===== src/rtl/dds_pkg.sv =====
// Shared widths, mid-scale constant and scheduler state encoding for the DDS block.
// Latency: n/a (declarations only).
// Backpressure: n/a.
package dds_pkg;

  localparam int PHASE_W = 10;
  localparam int AMP_W   = 10;
  localparam int AMP_MID = 100;

  typedef enum logic [1:0] {
    ST_IDLE = 2'd0,
    ST_SCAN = 2'd1,
    ST_DONE = 2'd2
  } sched_state_t;

endpackage


===== src/rtl/dds_tick_gen.sv =====
// Free-running frame counter 0..TICK_DIV-1 with a terminal-count pulse.
// Latency: tick is a combinational decode of the counter register.
// Backpressure: none, the counter never stalls.
module dds_tick_gen #(
  parameter int TICK_DIV = 16,
  parameter int CNT_W    = $clog2(TICK_DIV)
) (
  input  logic clk,
  input  logic reset,
  output logic tick
);

  localparam logic [CNT_W-1:0] LAST = CNT_W'(TICK_DIV - 1);

  logic [CNT_W-1:0] tick_cnt;

  // Count up and wrap explicitly so non-power-of-two dividers work too.
  always_ff @(posedge clk) begin
    if (reset) begin
      tick_cnt <= '0;
    end else if (tick_cnt == LAST) begin
      tick_cnt <= '0;
    end else begin
      tick_cnt <= tick_cnt + CNT_W'(1);
    end
  end

  assign tick = (tick_cnt == LAST);

endmodule


===== src/rtl/dds_channel_scheduler.sv =====
// Time-multiplexes one external phase-to-amplitude converter across NUM_CH DDS channels.
// Latency: sample for scan slot k is registered and strobed one cycle later.
// Backpressure: cfg_ready drops for the NUM_CH+1 busy cycles of each frame; samples are never stalled.
module dds_channel_scheduler #(
  parameter int NUM_CH   = 4,
  parameter int PHASE_W  = dds_pkg::PHASE_W,
  parameter int AMP_W    = dds_pkg::AMP_W,
  parameter int TICK_DIV = 16,
  parameter int CH_W     = $clog2(NUM_CH)
) (
  input  logic               clk,
  input  logic               reset,
  input  logic               cfg_valid,
  output logic               cfg_ready,
  input  logic [CH_W-1:0]    cfg_ch,
  input  logic [PHASE_W-1:0] cfg_ftw,
  input  logic               cfg_en,
  input  logic               cfg_phase_rst,
  output logic               conv_reset,
  output logic [PHASE_W-1:0] conv_phase,
  input  logic [AMP_W-1:0]   conv_amp,
  output logic               smp_valid,
  output logic [CH_W-1:0]    smp_ch,
  output logic [AMP_W-1:0]   smp_amp,
  output logic               frame_done,
  output logic               busy
);

  import dds_pkg::*;

  sched_state_t       state;
  logic [CH_W-1:0]    scan_ch;
  logic [PHASE_W-1:0] acc [NUM_CH];
  logic [PHASE_W-1:0] ftw [NUM_CH];
  logic [NUM_CH-1:0]  en;
  logic               tick;
  logic               cfg_fire;
  logic               last_ch;
  logic               scan_hit;

  dds_tick_gen #(
    .TICK_DIV (TICK_DIV)
  ) u_tick_gen (
    .clk   (clk),
    .reset (reset),
    .tick  (tick)
  );

  // Config is only taken between frames, so it never races the accumulator update.
  assign cfg_fire = cfg_valid && (state == ST_IDLE);
  assign last_ch  = (scan_ch == CH_W'(NUM_CH - 1));
  assign scan_hit = (state == ST_SCAN) && en[scan_ch];

  // Frame sequencer plus the registered sample stage fed by the converter.
  always_ff @(posedge clk) begin
    if (reset) begin
      state     <= ST_IDLE;
      scan_ch   <= '0;
      smp_valid <= 1'b0;
      smp_ch    <= '0;
      smp_amp   <= AMP_W'(AMP_MID);
    end else begin
      smp_valid <= 1'b0;
      case (state)
        ST_IDLE: begin
          if (tick) begin
            state   <= ST_SCAN;
            scan_ch <= '0;
          end
        end
        ST_SCAN: begin
          if (en[scan_ch]) begin
            smp_valid <= 1'b1;
            smp_ch    <= scan_ch;
            smp_amp   <= conv_amp;
          end
          scan_ch <= scan_ch + CH_W'(1);
          if (last_ch) begin
            state <= ST_DONE;
          end
        end
        ST_DONE: begin
          state <= ST_IDLE;
        end
        default: begin
          state <= ST_IDLE;
        end
      endcase
    end
  end

  // Per-channel tuning state: written by config in IDLE, advanced by the scan in SCAN.
  always_ff @(posedge clk) begin
    if (reset) begin
      for (int i = 0; i < NUM_CH; i++) begin
        acc[i] <= '0;
        ftw[i] <= '0;
      end
      en <= '0;
    end else if (cfg_fire) begin
      ftw[cfg_ch] <= cfg_ftw;
      en[cfg_ch]  <= cfg_en;
      if (cfg_phase_rst) begin
        acc[cfg_ch] <= '0;
      end
    end else if (scan_hit) begin
      // Natural wrap of the PHASE_W-bit sum is the intended modulo behaviour.
      acc[scan_ch] <= acc[scan_ch] + ftw[scan_ch];
    end
  end

  assign conv_phase = (state == ST_SCAN) ? acc[scan_ch] : '0;
  assign frame_done = (state == ST_DONE);
  assign busy       = (state != ST_IDLE);
  assign cfg_ready  = (state == ST_IDLE);
  assign conv_reset = reset;

endmodule


===== config.mk =====
export PLATFORM = sky130hd
export DESIGN_NAME = dds_channel_scheduler
export DESIGN_NICKNAME = d
export VERILOG_FILES = /design/src/rtl/dds_pkg.sv /design/src/rtl/dds_tick_gen.sv /design/src/rtl/dds_channel_scheduler.sv
export SDC_FILE = /design/constraint.sdc
export NUM_CORES = 1
export LEC_CHECK = 0
export CAP_MARGIN = 0
export CORE_UTILIZATION = 56
export DETAILED_ROUTE_END_ITERATION = 8
export PLACE_DENSITY = 0.86
export SLEW_MARGIN = 20
export SYNTH_ARGS = -nofsm -noshare
export SYNTH_HDL_FRONTEND = slang
export SYNTH_HIERARCHICAL = 1
export SYNTH_SLANG_ARGS = --single-unit

===== constraint.sdc =====
create_clock -name clk -period 3.2 [get_ports clk]
set_input_delay 0.8 -clock clk [delete_from_list [all_inputs] [get_ports clk]]
set_output_delay 0.8 -clock clk [all_outputs]
set_load 0.03 [all_outputs]

[Word-level counts from Yosys, hierarchy flattened]
Memories as Yosys holds them, arrays and structs flattened. A register that Yosys moved wholly into a read port is not among the register bits.
Index checks and enable logic that the tools add are counted.
Widths: inputs -> output; s select.
Storage, ports and cells
  memories: 2
  RAM bits: 80
  register bits: 25
  logic and storage cells: 74
  bits of input ports: 27
  output and inout port bits: 27
Operators by class
  magnitude comparators: 3
  eq/ne operators: 6
  reductions and logical operators: 14
  mux-type cells: 38
  bitwise logic cells: 1
  add/subtract/negate cells: 3
Memory list
  acc: depth 4, bits a word 10, rd ports 1, clocked after Yosys merged registers in 1, write ports 4, RTL line dds_channel_scheduler.sv:33  | logic [PHASE_W-1:0] acc [NUM_CH];
  ftw: depth 4, bits a word 10, rd ports 1, clocked after Yosys merged registers in 1, write ports 4, RTL line dds_channel_scheduler.sv:34  | logic [PHASE_W-1:0] ftw [NUM_CH];
Operators by type and width (number)
  $mux 10: 4
  $reduce_or 10->1: 3
  $mux 2: 10
  $mux 1: 19
  $add 10x10->10: 1
  $pmux 2 s2: 2
  $lt 2x3->1 const B: 2
  $reduce_and 2->1: 3
  $add 4x1->4 const B: 1
  $bwmux 4: 1
  $eq 2x2->1 const B: 2
  $eq 4x4->1 const B: 1
  $reduce_bool 2->1: 2
  $reduce_or 2->1: 2
  $logic_and 1x1->1: 3
  $add 2x1->2 const B: 1
  $bmux 1 s2: 1
  $demux 1 s2: 1
  $eq 2x1->1 const B: 1
  $ge 2x1->1 const B: 1
  $logic_not 2->1: 1
  $ne 2x1->1 const B: 1
  $ne 2x2->1 const B: 1
  $not 1->1: 1

[Logic depth before layout (Yosys ltp)]
  depth after elaboration: 9
  gate-level depth with buffers: 11
  depth with buffers taken out: 9

[Modules after synthesis]
Netlist, hierarchy kept.
By module, submodules not included
  dds_channel_scheduler: cells an instance 378, instances 1, seq. area each 2862.7 um^2, area each 4860.9 um^2
  dds_tick_gen: cells an instance 15, instances 1, seq. area each 80.1 um^2, area each 166.4 um^2

[Worst setup path before layout]
Ideal clock, no wire load.
  path type: reg-to-reg
  from: reg (tool-made name)
  to: mem acc[0][6] (data pin)
  clock period less this slack: 2.928 ns
  data required time: 2.928 ns
  path buffers: 2
  slack: 0.272 ns
  arrival time: 2.656 ns
  cell stages (with the launch flop): 12
  library setup time: 0.272 ns
  path through: dfxtp_1 > buf_6 > buf_2 > mux4_2 > ha_1 > inv_1 > fa_1 > nor2b_1 > o31a_1 > o21ai_0 > nor3b_1 > nor3_1
RTL lines (RTL line)
  end, declared: dds_channel_scheduler.sv:33

==> flow_metrics.env <==
export IMPL_min_from="smp_amp[5]"
export IMPL_reg2regPathDepth=11
export IMPL_final_max_slew_viol_count=0
export IMPL_setup_violations=0
export IMPL_skew_ns=0.0107
export IMPL_maxSlewHeadroom=0.605
export IMPL_path_cells="buf_4 > mux4_2 > ha_1 > inv_1 > fa_1 > nor2b_1 > o31a_1 > o21ai_0 > nor3b_1 > buf_4 > nor3_1"
export IMPL_drive_gt1_frac=0.148
export IMPL_start_kind="flop"
export IMPL_rows=34
export IMPL_timing_final_crit_share=0.954
export IMPL_ios=54
export IMPL_hpwl_um=8170
export IMPL_cp_arrival_ns=3.15
export IMPL_ys_types=54
export IMPL_grt_pass1_vias=3550
export IMPL_die_w_um=96.8
export IMPL_fillers=605
export IMPL_irDropWorstVdd_mv=0.229
export IMPL_portBuffers=53
export IMPL_via_per_inst=5.92
export IMPL_htreeDepth=3
export IMPL_tightest_slew_ns=0.592
export IMPL_fmax_ghz=0.328
export IMPL_critPathKind="reg -> reg"
export IMPL_r2r_slack_ns=0.15
export IMPL_required_ns=3.30
export IMPL_timing_rr_end="acc[1][6]"
export IMPL_synthArstFlopShare=0
export IMPL_syn_area_um2=5030
export IMPL_fin_setup_tns_ns=0
export IMPL_multiInputGateArea_um2=1920
export IMPL_initial_core_util=0.576
export IMPL_maxCapViolCount=0
export IMPL_via_count=3400
export IMPL_synth_top_area_frac=0.478
export IMPL_coreArea_um2=8720
export IMPL_gp_congestion=0.874
export IMPL_synth_edff_count=80
export IMPL_period_needed_ns=3.05
export IMPL_ant_nets=0
export IMPL_wl_per_cell_um=19.4
export IMPL_grt_first_pass_wirelength_um=17700
export IMPL_min_path_cells=1
export IMPL_min_delay_path_class="reg -> reg"
export IMPL_min_to="smp_amp[5]"
export IMPL_die_h_um=96.8
export IMPL_cts_tree="done"
export IMPL_crit_family="multiplexers"
export IMPL_ys_warn_count=6
export IMPL_dr_pass1_iters=5
export IMPL_ys_flop_type="edfxtp_1"
export IMPL_yosys_register_bits=107
export IMPL_synth_seq_area_share=0.585
export IMPL_cpPeakStageDelay_ns=0.53
export IMPL_cts_sinks=107
export IMPL_synth_nets=432
export IMPL_ys_top_cells_by_area="edfxtp_1 (48%), dfxtp_1 (11%), mux4_2 (7.2%)"
export IMPL_outcome="completed"
export IMPL_antenna_found_initial=0
export IMPL_end_kind="flop"
export IMPL_cts_buffers=9
export IMPL_grt_overflow_total=0
export IMPL_crit_buf_inv=3
export IMPL_clock_path_buffers=2
export IMPL_p_leak_nw=2.44
export IMPL_grt_usage=0.250
export IMPL_clockRootBuffer="clkbuf_8"
export IMPL_cp_common_cell="buf_4"
export IMPL_finalHoldViolCount=0
export IMPL_critPathMaxFanout=11
export IMPL_clk_latency_ns=0.37
export IMPL_postCtsSetupRepairBufs=0
export IMPL_area_growth_pct=19.2
export IMPL_drt_iter0_markers=277
export IMPL_seq_area_um2=2940
export IMPL_drc=0
export IMPL_syn_avg_cell_area_um2=12.8
export IMPL_fin_nets=500
export IMPL_synth_area_leader_cell="edfxtp_1"
export IMPL_antenna_cells=0
export IMPL_finish_utilization=0.687
export IMPL_critical_path_slowest_cell="mux4_2"
export IMPL_synth_cells=393
export IMPL_die_area_um2=9360
export IMPL_rsz0062_at_grt="no"
export IMPL_grt_max_degree=18
export IMPL_p_per_area_nw_per_um2=441
export IMPL_clk_pin_slew_ns=0.09
export IMPL_wirelength_um=11100
==> worst max-delay path by stage <==
stage                     cells after the start             to
after detailed placement                     11      acc[1][8]
after floorplan                              11      acc[0][6]
after CTS                                     4  conv_phase[4]
final                                        11      acc[1][6]
after global placement                        6      acc[1][7]
after global routing                         11      acc[1][6]
==> Yosys cell counts (2+ instances only) <==
master     n
a21boi_0   2
a21o_1     2
a21oi_1   17
a22o_1     5
and2_1    22
and3b_1    2
buf_2      3
buf_6      2
clkbuf_1  11
dfxtp_1   27
edfxtp_1  80
ha_1      11
inv_1     23
mux2i_1   11
mux4_1     4
mux4_2    16
nand2_1   20
nand2b_1  11
nand3_1    4
nand3b_1   3
nand4b_1   3
nor2_1    50
nor2_2     5
nor2b_1    3
nor3_1     9
nor3_2     2
nor3b_1    3
o21ai_0   10
o21ai_1    2
o22a_1     3
xnor2_1    4
==> layer usage <==
layer	track usage	vias to the layer above	share of wire
met2	0.438	141	0.52
met5	0	-	0
li1	-	1570	-
met1	0.301	1663	0.40
met4	0.116	0	0.028
met3	0.0455	26	0.058
==> per-stage QoR <==
step                cell area, µm²  setup slack, ns  power, mW  hold slack [ns]  instances
floorplan                     5030            0.272       1.72            0.456        393
global placement              5760            0.280       1.80            0.450        558
detailed placement            5760            0.141       1.82            0.458        558
CTS                           5970           0.0105       2.65            0.487        574
global route                  5990           0.0181       2.73            0.508        574
finish                        5990            0.149       2.64            0.481        574
==> cell type report <==
type | count | area share
inverter | 23 | 0.0144
clock buffer | 12 | 0.0313
clock inverter | 4 | 0.00459
sequential | 107 | 0.491
multi-input combinational | 246 | 0.320
tap | 108 | 0.0225
timing repair buffer | 74 | 0.116
==> state kept, by name, indices dropped and copies added, names as in the netlist, named ones only <==
signal and count:
acc 40, ftw 40, smp_amp 10, en 4
u_tick_gen/tick_cnt 4, scan_ch 2, smp_ch 2, state 2
smp_valid 1
==> layout by cell type, fill, tap and decap left out, types with 3 or more instances in the layout <==
master           synthesis  final
edfxtp_1                80     80
nor2_1                  50     50
clkdlybuf4s50_1          0     44
dfxtp_1                 27     27
inv_1                   23     23
and2_1                  22     22
buf_4                    1     22
nand2_1                 20     20
a21oi_1                 17     17
mux4_2                  16     16
nand2b_1                11     11
mux2i_1                 11     11
ha_1                    11     11
o21ai_0                 10     10
clkbuf_8                 0     10
nor3_1                   9      9
a22o_1                   5      5
nor2_2                   5      5
dlymetal6s2s_1           0      5
mux4_1                   4      4
nand3_1                  4      4
xnor2_1                  4      4
nor2b_1                  3      3
nor3b_1                  3      3
nand4b_1                 3      3
nand3b_1                 3      3
o22a_1                   3      3
dlygate4sd2_1            0      3
==> repair_timing <==
action / in CTS / in global routing
setup endpoints to repair: 3 / 9
hold endpoints to repair: 0 / 0
hold buffers: 0 / 0
resized for setup: 3 / 6
==> power by group <==
part	switching [mW]	leakage, nW	internal [mW]
Combinational	0.125	1.27	0.0996
Clock	0.455	0.113	0.401
Sequential	0.0178	1.06	1.55
Total	0.598	2.44	2.05
==> cell families after synthesis <==
group / share of synthesized area
AO/OA/AOI/OAI: 0.0692
XOR/XNOR: 0.00697
adder cells (fa/ha/maj): 0.0314
buffers and inverters: 0.0343
flip-flops: 0.585
multiplexers: 0.117
AND/OR/NAND/NOR: 0.156
(Power assumes the default switching activity.)
